===== src/rtl/game_pkg.sv =====
// Shared definitions for the flappy-bird game controller.
//   - game_state_e : encoding of the game state as seen on the game_state port
//   - SPACE_CODE / BREAK_CODE : PS2 bytes the key decoder reacts to
//   - Y_START / Y_MAX / Y_WIDTH : vertical screen limits for the bird
package game_pkg;

  typedef enum logic [1:0] {
    StIdle = 2'b00,
    StPlay = 2'b01,
    StDead = 2'b10
  } game_state_e;

  localparam logic [7:0] SPACE_CODE = 8'h29;
  localparam logic [7:0] BREAK_CODE = 8'hF0;

  localparam int unsigned Y_START = 240;
  localparam int unsigned Y_MAX   = 464;
  // Enough bits to hold any row from 0 to Y_MAX.
  localparam int unsigned Y_WIDTH = 10;

endpackage


===== src/rtl/bird_game_ctrl_if.sv =====
// Signal bundle between the game controller and its neighbours.
//   Inputs to the controller : ps2_key_pressed, ps2_out (PS2 interface),
//                              collide, pipe_pass (pipe logic)
//   Outputs of the controller: frame_tick, bird_y, velocity, game_state, score
// The slave modport is the controller's view; master is the environment's view.
interface bird_game_ctrl_if;
  import game_pkg::*;

  logic        ps2_key_pressed;
  logic [7:0]  ps2_out;
  logic        collide;
  logic        pipe_pass;

  logic        frame_tick;
  logic [31:0] bird_y;
  logic [7:0]  velocity;
  game_state_e game_state;
  logic [15:0] score;

  modport master (
    output ps2_key_pressed, ps2_out, collide, pipe_pass,
    input  frame_tick, bird_y, velocity, game_state, score
  );

  modport slave (
    input  ps2_key_pressed, ps2_out, collide, pipe_pass,
    output frame_tick, bird_y, velocity, game_state, score
  );

endinterface


===== src/rtl/bird_game_ctrl_ps2_flap_decoder.sv =====
// Turns the PS2 byte stream into a sticky flap request.
//   clock, reset  : processor clock, synchronous active-high reset
//   key_pressed   : high while key_byte holds a freshly received byte
//   key_byte      : last received PS2 byte
//   clear         : consume the pending flap (frame tick)
//   flap_pending  : a space make code arrived since the last clear
module ps2_flap_decoder
  import game_pkg::*;
(
  input  logic       clock,
  input  logic       reset,
  input  logic       key_pressed,
  input  logic [7:0] key_byte,
  input  logic       clear,
  output logic       flap_pending
);

  logic key_prev_q;
  logic break_seen_q, break_seen_d;
  logic pending_q, pending_d;
  logic key_rise;

  assign key_rise = key_pressed & ~key_prev_q;

  always_comb begin
    break_seen_d = break_seen_q;
    pending_d    = pending_q & ~clear;
    if (key_rise) begin
      if (key_byte == BREAK_CODE) begin
        break_seen_d = 1'b1;
      end else begin
        break_seen_d = 1'b0;
        // A set in the same cycle as a clear survives into the next frame.
        if (key_byte == SPACE_CODE && !break_seen_q) begin
          pending_d = 1'b1;
        end
      end
    end
  end

  always_ff @(posedge clock) begin
    if (reset) begin
      key_prev_q   <= 1'b0;
      break_seen_q <= 1'b0;
      pending_q    <= 1'b0;
    end else begin
      key_prev_q   <= key_pressed;
      break_seen_q <= break_seen_d;
      pending_q    <= pending_d;
    end
  end

  assign flap_pending = pending_q;

endmodule


===== src/rtl/bird_game_ctrl.sv =====
// Per-frame sequencer for the flappy-bird game: frame timing, bird physics,
// game state and score.
//   clock, reset : processor clock, synchronous active-high reset
//   bus (slave)  : ps2_key_pressed/ps2_out in from the PS2 interface,
//                  collide/pipe_pass in from the pipe logic,
//                  frame_tick, bird_y, velocity, game_state, score out
module bird_game_ctrl
  import game_pkg::*;
#(
  parameter int unsigned FRAME_DIV   = 166667,
  parameter int          GRAVITY     = 1,
  parameter int          FLAP_VEL    = -8,
  parameter int          V_MAX       = 10,
  parameter int unsigned DEAD_FRAMES = 60
) (
  input logic              clock,
  input logic              reset,
  bird_game_ctrl_if.slave  bus
);

  localparam int unsigned CntW  = (FRAME_DIV > 1) ? $clog2(FRAME_DIV) : 1;
  localparam int unsigned DeadW = $clog2(DEAD_FRAMES + 1);

  localparam logic [CntW-1:0]    CntLast  = CntW'(FRAME_DIV - 1);
  localparam logic [DeadW-1:0]   DeadLast = DeadW'(DEAD_FRAMES);
  localparam logic signed [7:0]  FlapV    = 8'(FLAP_VEL);
  localparam logic signed [7:0]  GravV    = 8'(GRAVITY);
  localparam logic signed [7:0]  VMaxV    = 8'(V_MAX);
  localparam logic signed [11:0] YMaxS    = 12'(Y_MAX);
  localparam logic [Y_WIDTH-1:0] YStartV  = Y_WIDTH'(Y_START);
  localparam logic [Y_WIDTH-1:0] YMaxV    = Y_WIDTH'(Y_MAX);

  // Frame timing
  logic [CntW-1:0] cnt_q;
  logic            tick_q;

  always_ff @(posedge clock) begin
    if (reset) begin
      cnt_q  <= '0;
      tick_q <= 1'b0;
    end else begin
      tick_q <= (cnt_q == CntLast);
      cnt_q  <= (cnt_q == CntLast) ? '0 : cnt_q + 1'b1;
    end
  end

  // Key decode; every frame tick consumes the pending flap, whatever the state.
  logic flap_pending;

  ps2_flap_decoder u_flap_decoder (
    .clock        (clock),
    .reset        (reset),
    .key_pressed  (bus.ps2_key_pressed),
    .key_byte     (bus.ps2_out),
    .clear        (tick_q),
    .flap_pending (flap_pending)
  );

  // Game state and datapath registers
  game_state_e         state_q, state_d;
  logic [Y_WIDTH-1:0]  y_q, y_d;
  logic signed [7:0]   vel_q, vel_d;
  logic [DeadW-1:0]    dead_q, dead_d;
  logic [15:0]         score_q, score_d;

  always_ff @(posedge clock) begin
    if (reset) begin
      state_q <= StIdle;
      y_q     <= YStartV;
      vel_q   <= '0;
      dead_q  <= '0;
      score_q <= '0;
    end else begin
      state_q <= state_d;
      y_q     <= y_d;
      vel_q   <= vel_d;
      dead_q  <= dead_d;
      score_q <= score_d;
    end
  end

  // Candidate physics step; in IDLE y_q sits at Y_START so the same sum
  // yields the first PLAY position.
  logic signed [7:0]  v_grav;
  logic signed [7:0]  v_next;
  logic signed [11:0] y_sum;

  always_comb begin
    v_grav = vel_q + GravV;
    if (v_grav > VMaxV) begin
      v_grav = VMaxV;
    end
    v_next = flap_pending ? FlapV : v_grav;
    y_sum  = $signed({2'b00, y_q}) + $signed({{4{v_next[7]}}, v_next});
  end

  always_comb begin
    state_d = state_q;
    y_d     = y_q;
    vel_d   = vel_q;
    dead_d  = dead_q;
    score_d = score_q;

    // Score runs on the pipe pulse, not on the frame tick.
    if (state_q == StPlay && bus.pipe_pass && score_q != 16'hFFFF) begin
      score_d = score_q + 16'd1;
    end

    if (tick_q) begin
      unique case (state_q)
        StIdle: begin
          if (flap_pending) begin
            state_d = StPlay;
            vel_d   = FlapV;
            y_d     = y_sum[Y_WIDTH-1:0];
          end
        end
        StPlay: begin
          if (y_sum <= 12'sd0) begin
            // Hitting the ceiling stops the bird but is not fatal.
            y_d   = '0;
            vel_d = '0;
          end else if (y_sum >= YMaxS) begin
            y_d     = YMaxV;
            state_d = StDead;
          end else begin
            y_d   = y_sum[Y_WIDTH-1:0];
            vel_d = v_next;
          end
          // Collision overrides any flap; the position update above stands.
          if (bus.collide) begin
            state_d = StDead;
          end
          if (state_d == StDead) begin
            vel_d  = '0;
            dead_d = '0;
          end
        end
        StDead: begin
          if (dead_q == DeadLast) begin
            if (flap_pending) begin
              state_d = StIdle;
              y_d     = YStartV;
              score_d = '0;
            end
          end else begin
            dead_d = dead_q + 1'b1;
          end
        end
        default: begin
          state_d = StIdle;
          y_d     = YStartV;
          vel_d   = '0;
        end
      endcase
    end
  end

  always_comb begin
    bus.frame_tick = tick_q;
    bus.bird_y     = {{(32 - Y_WIDTH){1'b0}}, y_q};
    bus.velocity   = vel_q;
    bus.game_state = state_q;
    bus.score      = score_q;
  end

endmodule


===== src/flat_wrapper.sv =====
// flat-port wrapper written by rule: the top's interface ports become plain ports
module bird_game_ctrl_flat import game_pkg::*;
#(
  parameter int unsigned FRAME_DIV   = 166667,
  parameter int          GRAVITY     = 1,
  parameter int          FLAP_VEL    = -8,
  parameter int          V_MAX       = 10,
  parameter int unsigned DEAD_FRAMES = 60
)
  (clock, reset, bus_ps2_key_pressed, bus_ps2_out, bus_collide, bus_pipe_pass, bus_frame_tick, bus_bird_y, bus_velocity, bus_game_state, bus_score);
  bird_game_ctrl_if bus_i ();
  input logic clock;
  input logic reset;
  input wire logic [$bits(bus_i.ps2_key_pressed)-1:0] bus_ps2_key_pressed;
  input wire logic [$bits(bus_i.ps2_out)-1:0] bus_ps2_out;
  input wire logic [$bits(bus_i.collide)-1:0] bus_collide;
  input wire logic [$bits(bus_i.pipe_pass)-1:0] bus_pipe_pass;
  output wire logic [$bits(bus_i.frame_tick)-1:0] bus_frame_tick;
  output wire logic [$bits(bus_i.bird_y)-1:0] bus_bird_y;
  output wire logic [$bits(bus_i.velocity)-1:0] bus_velocity;
  output wire logic [$bits(bus_i.game_state)-1:0] bus_game_state;
  output wire logic [$bits(bus_i.score)-1:0] bus_score;
  assign bus_i.ps2_key_pressed = bus_ps2_key_pressed;
  assign bus_i.ps2_out = bus_ps2_out;
  assign bus_i.collide = bus_collide;
  assign bus_i.pipe_pass = bus_pipe_pass;
  assign bus_frame_tick = bus_i.frame_tick;
  assign bus_bird_y = bus_i.bird_y;
  assign bus_velocity = bus_i.velocity;
  assign bus_game_state = bus_i.game_state;
  assign bus_score = bus_i.score;
  bird_game_ctrl #(.FRAME_DIV(FRAME_DIV), .GRAVITY(GRAVITY), .FLAP_VEL(FLAP_VEL), .V_MAX(V_MAX), .DEAD_FRAMES(DEAD_FRAMES)) u_core (.clock(clock), .reset(reset), .bus(bus_i));
endmodule

===== config.mk =====
export PLATFORM = sky130hd
export DESIGN_NAME = bird_game_ctrl_flat
export DESIGN_NICKNAME = d
export VERILOG_FILES = /design/src/rtl/game_pkg.sv /design/src/rtl/bird_game_ctrl_if.sv /design/src/rtl/bird_game_ctrl_ps2_flap_decoder.sv /design/src/rtl/bird_game_ctrl.sv /design/src/flat_wrapper.sv
export SDC_FILE = /design/constraint.sdc
export NUM_CORES = 1
export LEC_CHECK = 0
export ABC_AREA = 1
export CORE_MARGIN = 2
export CORE_UTILIZATION = 41
export DETAILED_ROUTE_END_ITERATION = 12
export GPL_TIMING_DRIVEN = 0
export HOLD_SLACK_MARGIN = 0.15
export PLACE_DENSITY = 0.66
export SYNTH_ARGS = -nofsm -noshare
export SYNTH_HDL_FRONTEND = slang
export SYNTH_HIERARCHICAL = 1
export SYNTH_SLANG_ARGS = --single-unit

===== constraint.sdc =====
create_clock -name clock -period 3.7 [get_ports clock]
set_clock_uncertainty 0.1 [all_clocks]
set_input_delay 0.925 -clock clock [delete_from_list [all_inputs] [get_ports clock]]
set_output_delay 0.925 -clock clock [all_outputs]
set_load 0.01 [all_outputs]

==> run_results.csv <==
group,metric,value,unit
placement,io_buffers,49,
power,combPwrFrac,0.052,
timing,hold_viol_final,0,
finish,diodes,0,
critical_path,worstPathRequired,3.86,ns
finish,multi_input_area,2810,µm²
routing,drtIter0Drc,221,
finish,regArea,1290,µm²
worst_hold_path,hp-class,"reg -> reg",
critical_path,critical_path_arrival,3.77,ns
global_route,groute.usage.overall,0.186,
timing,period_needed,3.61,ns
finish,fillers,941,
clocking,clk_latency,0.35,ns
global_route,antenna_found_initial,0,
routing,wirelength,10900,µm
routing,drc,0,
timing,setup_tns,0,ns
power,ir_drop,0.150,mV
critical_path,worstSetupStartpointType,"flip-flop",
finish,final_nets,770,
finish,areaGrowthSynthToFinish,34.4,%
timing,slew_viol_final,0,
placement,hpwl,7720,µm
critical_path,worstSetupPathType,"reg -> reg",
timing,slew-limit-headroom,0.507,
global_route,first_global_vias,3831,
routing,vias_per_cell,4.89,
placement,placedCellCount,838,
synthesis,synthCells,635,
timing,max_freq,0.277,GHz
placement,place_congestion,0.902,
die,fp.dieH,105,µm
power,switching_power,352,µW
critical_path,end_kind,"flip-flop",
routing,via_count,4269,
timing,setup_viol,0,
synthesis,syn_area,4210,µm²
global_route,grt_max_degree,14,
clocking,htreeDepth,3,
clocking,cts_max_path_buffers,2,
power,leakagePower,0.00242,µW
clocking,cts_tree,"done",
synthesis,yosysSeqAreaShare,0.305,
global_route,grt_pass1_wl,17200,µm
job,max-cap-violations,0,
synthesis,synth_warnings,6,
synthesis,syn_avg_cell_area,6.62,µm²
critical_path,path_max_fanout,8,
global_route,gr-total-overflow,0,
finish,instances_no_fill,873,
synthesis,ys_types,38,
timing,fin_crit_sh,0.976,
timing,rsz0062_at_grt,"true",
routing,ant_nets,0,
die,design.core.area,9860,µm²
routing,wl_per_cell,12.5,µm
status,outcome,"completed",
synthesis,synth-edff-count,0,
clocking,clkTransAtPathRegs,0.08,ns
synthesis,ys_ff_latch,64,
synthesis,async_reset_ff_frac,0,
die,placement_rows,36,
die,design.portCount,72,
power,seq_power_share,0.473,
power,p_per_area,259,nW/µm²
timing,tightestPinTransition,0.731,ns
power,p_int,1110,µW
power,swShare,0.241,
finish,drive_above_1_share,0.180,
die,fp.dieW,105,µm
clocking,cts-root-buf,"clkbuf_8",
clocking,cts-buffers-inserted,9,
die,die_area,11100,µm²
power,p_clk_frac,0.475,
routing,dr.pass1.iters,6,
die,initial_utilization,0.426,
clocking,clock-sinks,64,
synthesis,ys.flop_type,"dfxtp_1",
final timing paths:
kind / cells after the start / slack, ns / from / endpoint
hold / removal: 1 / 0.37 / u_core/cnt_q[0] / u_core/cnt_q[0]
setup / recovery: 24 / 0.09 / u_core/bus.velocity[0] / u_core/bus.velocity[2]
setup reg to reg: 24 / 0.09 / u_core/bus.velocity[0] / u_core/bus.velocity[2]
hold reg to reg: 1 / 0.37 / u_core/cnt_q[0] / u_core/cnt_q[0]
sequential cells by signal, indices dropped and copies added, names as in the netlist:
| register | count |
|---|---|
| u_core/dead_q | 6 |
| u_core/bus.velocity | 8 |
| u_core/u_flap_decoder/flap_pending | 1 |
| u_core/bus.frame_tick | 1 |
| u_core/cnt_q | 18 |
| u_core/bus.score | 16 |
| u_core/bus.game_state | 2 |
| u_core/u_flap_decoder/key_prev_q | 1 |
| u_core/y_q | 10 |
| u_core/u_flap_decoder/break_seen_q | 1 |
power by group through the flow:
stage / combinational (µW) / sequential (µW) / clock, µW
floorplan: 49.5 / 711 / 0
global route: 84.3 / 693 / 743
CTS: 73.5 / 694 / 709
global placement: 72.3 / 711 / 0
detailed placement: 73.2 / 711 / 0
finish: 76.2 / 693 / 695
layout make-up:
| class | count | share of cell area |
|---|---|---|
| clock buffer | 9 | 0.0219 |
| clock inverter | 7 | 0.0177 |
| sequential | 64 | 0.229 |
| inverter | 89 | 0.0596 |
| buffer | 28 | 0.0334 |
| multi-input combinational | 476 | 0.497 |
| tap | 133 | 0.0294 |
| timing repair buffer | 67 | 0.111 |
metrics by stage:
| step | hold slack (ns) | power [µW] | setup WS (ns) | utilization | instance area (µm²) |
|---|---|---|---|---|---|
| floorplan | 0.330 | 760 | 0.181 | - | 4290 |
| global placement | 0.342 | 783 | -0.255 | 0.501 | 4940 |
| detailed placement | 0.355 | 784 | -0.387 | 0.501 | 4940 |
| CTS | 0.373 | 1480 | 0.0315 | 0.534 | 5270 |
| global route | 0.394 | 1520 | -0.199 | 0.573 | 5650 |
| finish | 0.372 | 1460 | 0.0898 | 0.573 | 5650 |
cells in the mapped netlist (2+ instances only):
cell type,instances,area share
nand2_1,132,0.12
inv_1,85,0.076
nor2_1,83,0.074
dfxtp_1,64,0.30
nand3_1,61,0.073
a21oi_1,37,0.044
o21ai_0,24,0.029
buf_4,22,0.039
ha_1,21,0.062
nand4_1,19,0.028
xor2_1,17,0.035
nor3_1,13,0.015
xnor2_1,7,0.015
nand2_2,6,0.0089
clkbuf_1,5,0.0045
a211oi_1,4,0.0071
inv_2,3,0.0027
nand2_4,3,0.0080
nor3_2,3,0.0071
o21bai_1,3,0.0054
or2_2,3,0.0045
and2_1,2,0.0030
nor2_2,2,0.0030
nor3b_1,2,0.0036
worst max-delay path: stages (launching register included):
cell,delay [ns]
dfxtp_4,0.39
ha_4,0.16
nand3_4,0.08
nor2_4,0.11
xor2_2,0.19
a21oi_2,0.04
nand3_1,0.08
and2_4,0.16
inv_4,0.04
buf_4,0.15
a21oi_4,0.21
ha_2,0.32
nand3_2,0.11
nand2_4,0.07
nand3_2,0.08
nand3_4,0.08
nor2_2,0.14
nor2_1,0.06
nor2_2,0.11
nand2_2,0.11
nand2_8,0.13
nand3_4,0.13
nand2_4,0.17
nand3_1,0.10
a21oi_1,0.18
layout by cell type, fill, tap and decap left out, types with 6 or more instances in the layout:
master,count
nand2_1,129
inv_1,82
nor2_1,76
dfxtp_1,59
clkdlybuf4s50_1,49
nand3_1,47
buf_4,39
a21oi_1,32
o21ai_0,22
conb_1,22
nand4_1,19
xor2_1,16
ha_1,14
nand3_2,12
nor3_1,12
clkbuf_8,9
nand2_2,6
ha_4,6
layer usage:
layer	up-vias	GRT usage	part of all wire
met5	-	0	0
met4	0	0.0505	0.0037
met3	4	0.0408	0.059
met2	114	0.311	0.48
met1	1936	0.242	0.46
li1	2215	-	-
cell families after synthesis:
group,share of synthesized area
buffers and inverters,0.124
xor gates and xnor gates,0.0500
AOI/OAI and AO/OA,0.0943
other,0.000891
adders and majority gates,0.0672
DFF,0.305
and+or+nand+nor,0.359
what timing repair did:
item                                    in CTS  in global routing
gates resized for setup                     19                 58
pin swaps                                    5                 29
endpoints found under the setup margin      25                 25
setup buffers                                5                 13
gates cloned                                 0                  1
hold buffers                                 0                  0
(Power assumes the default switching activity.)
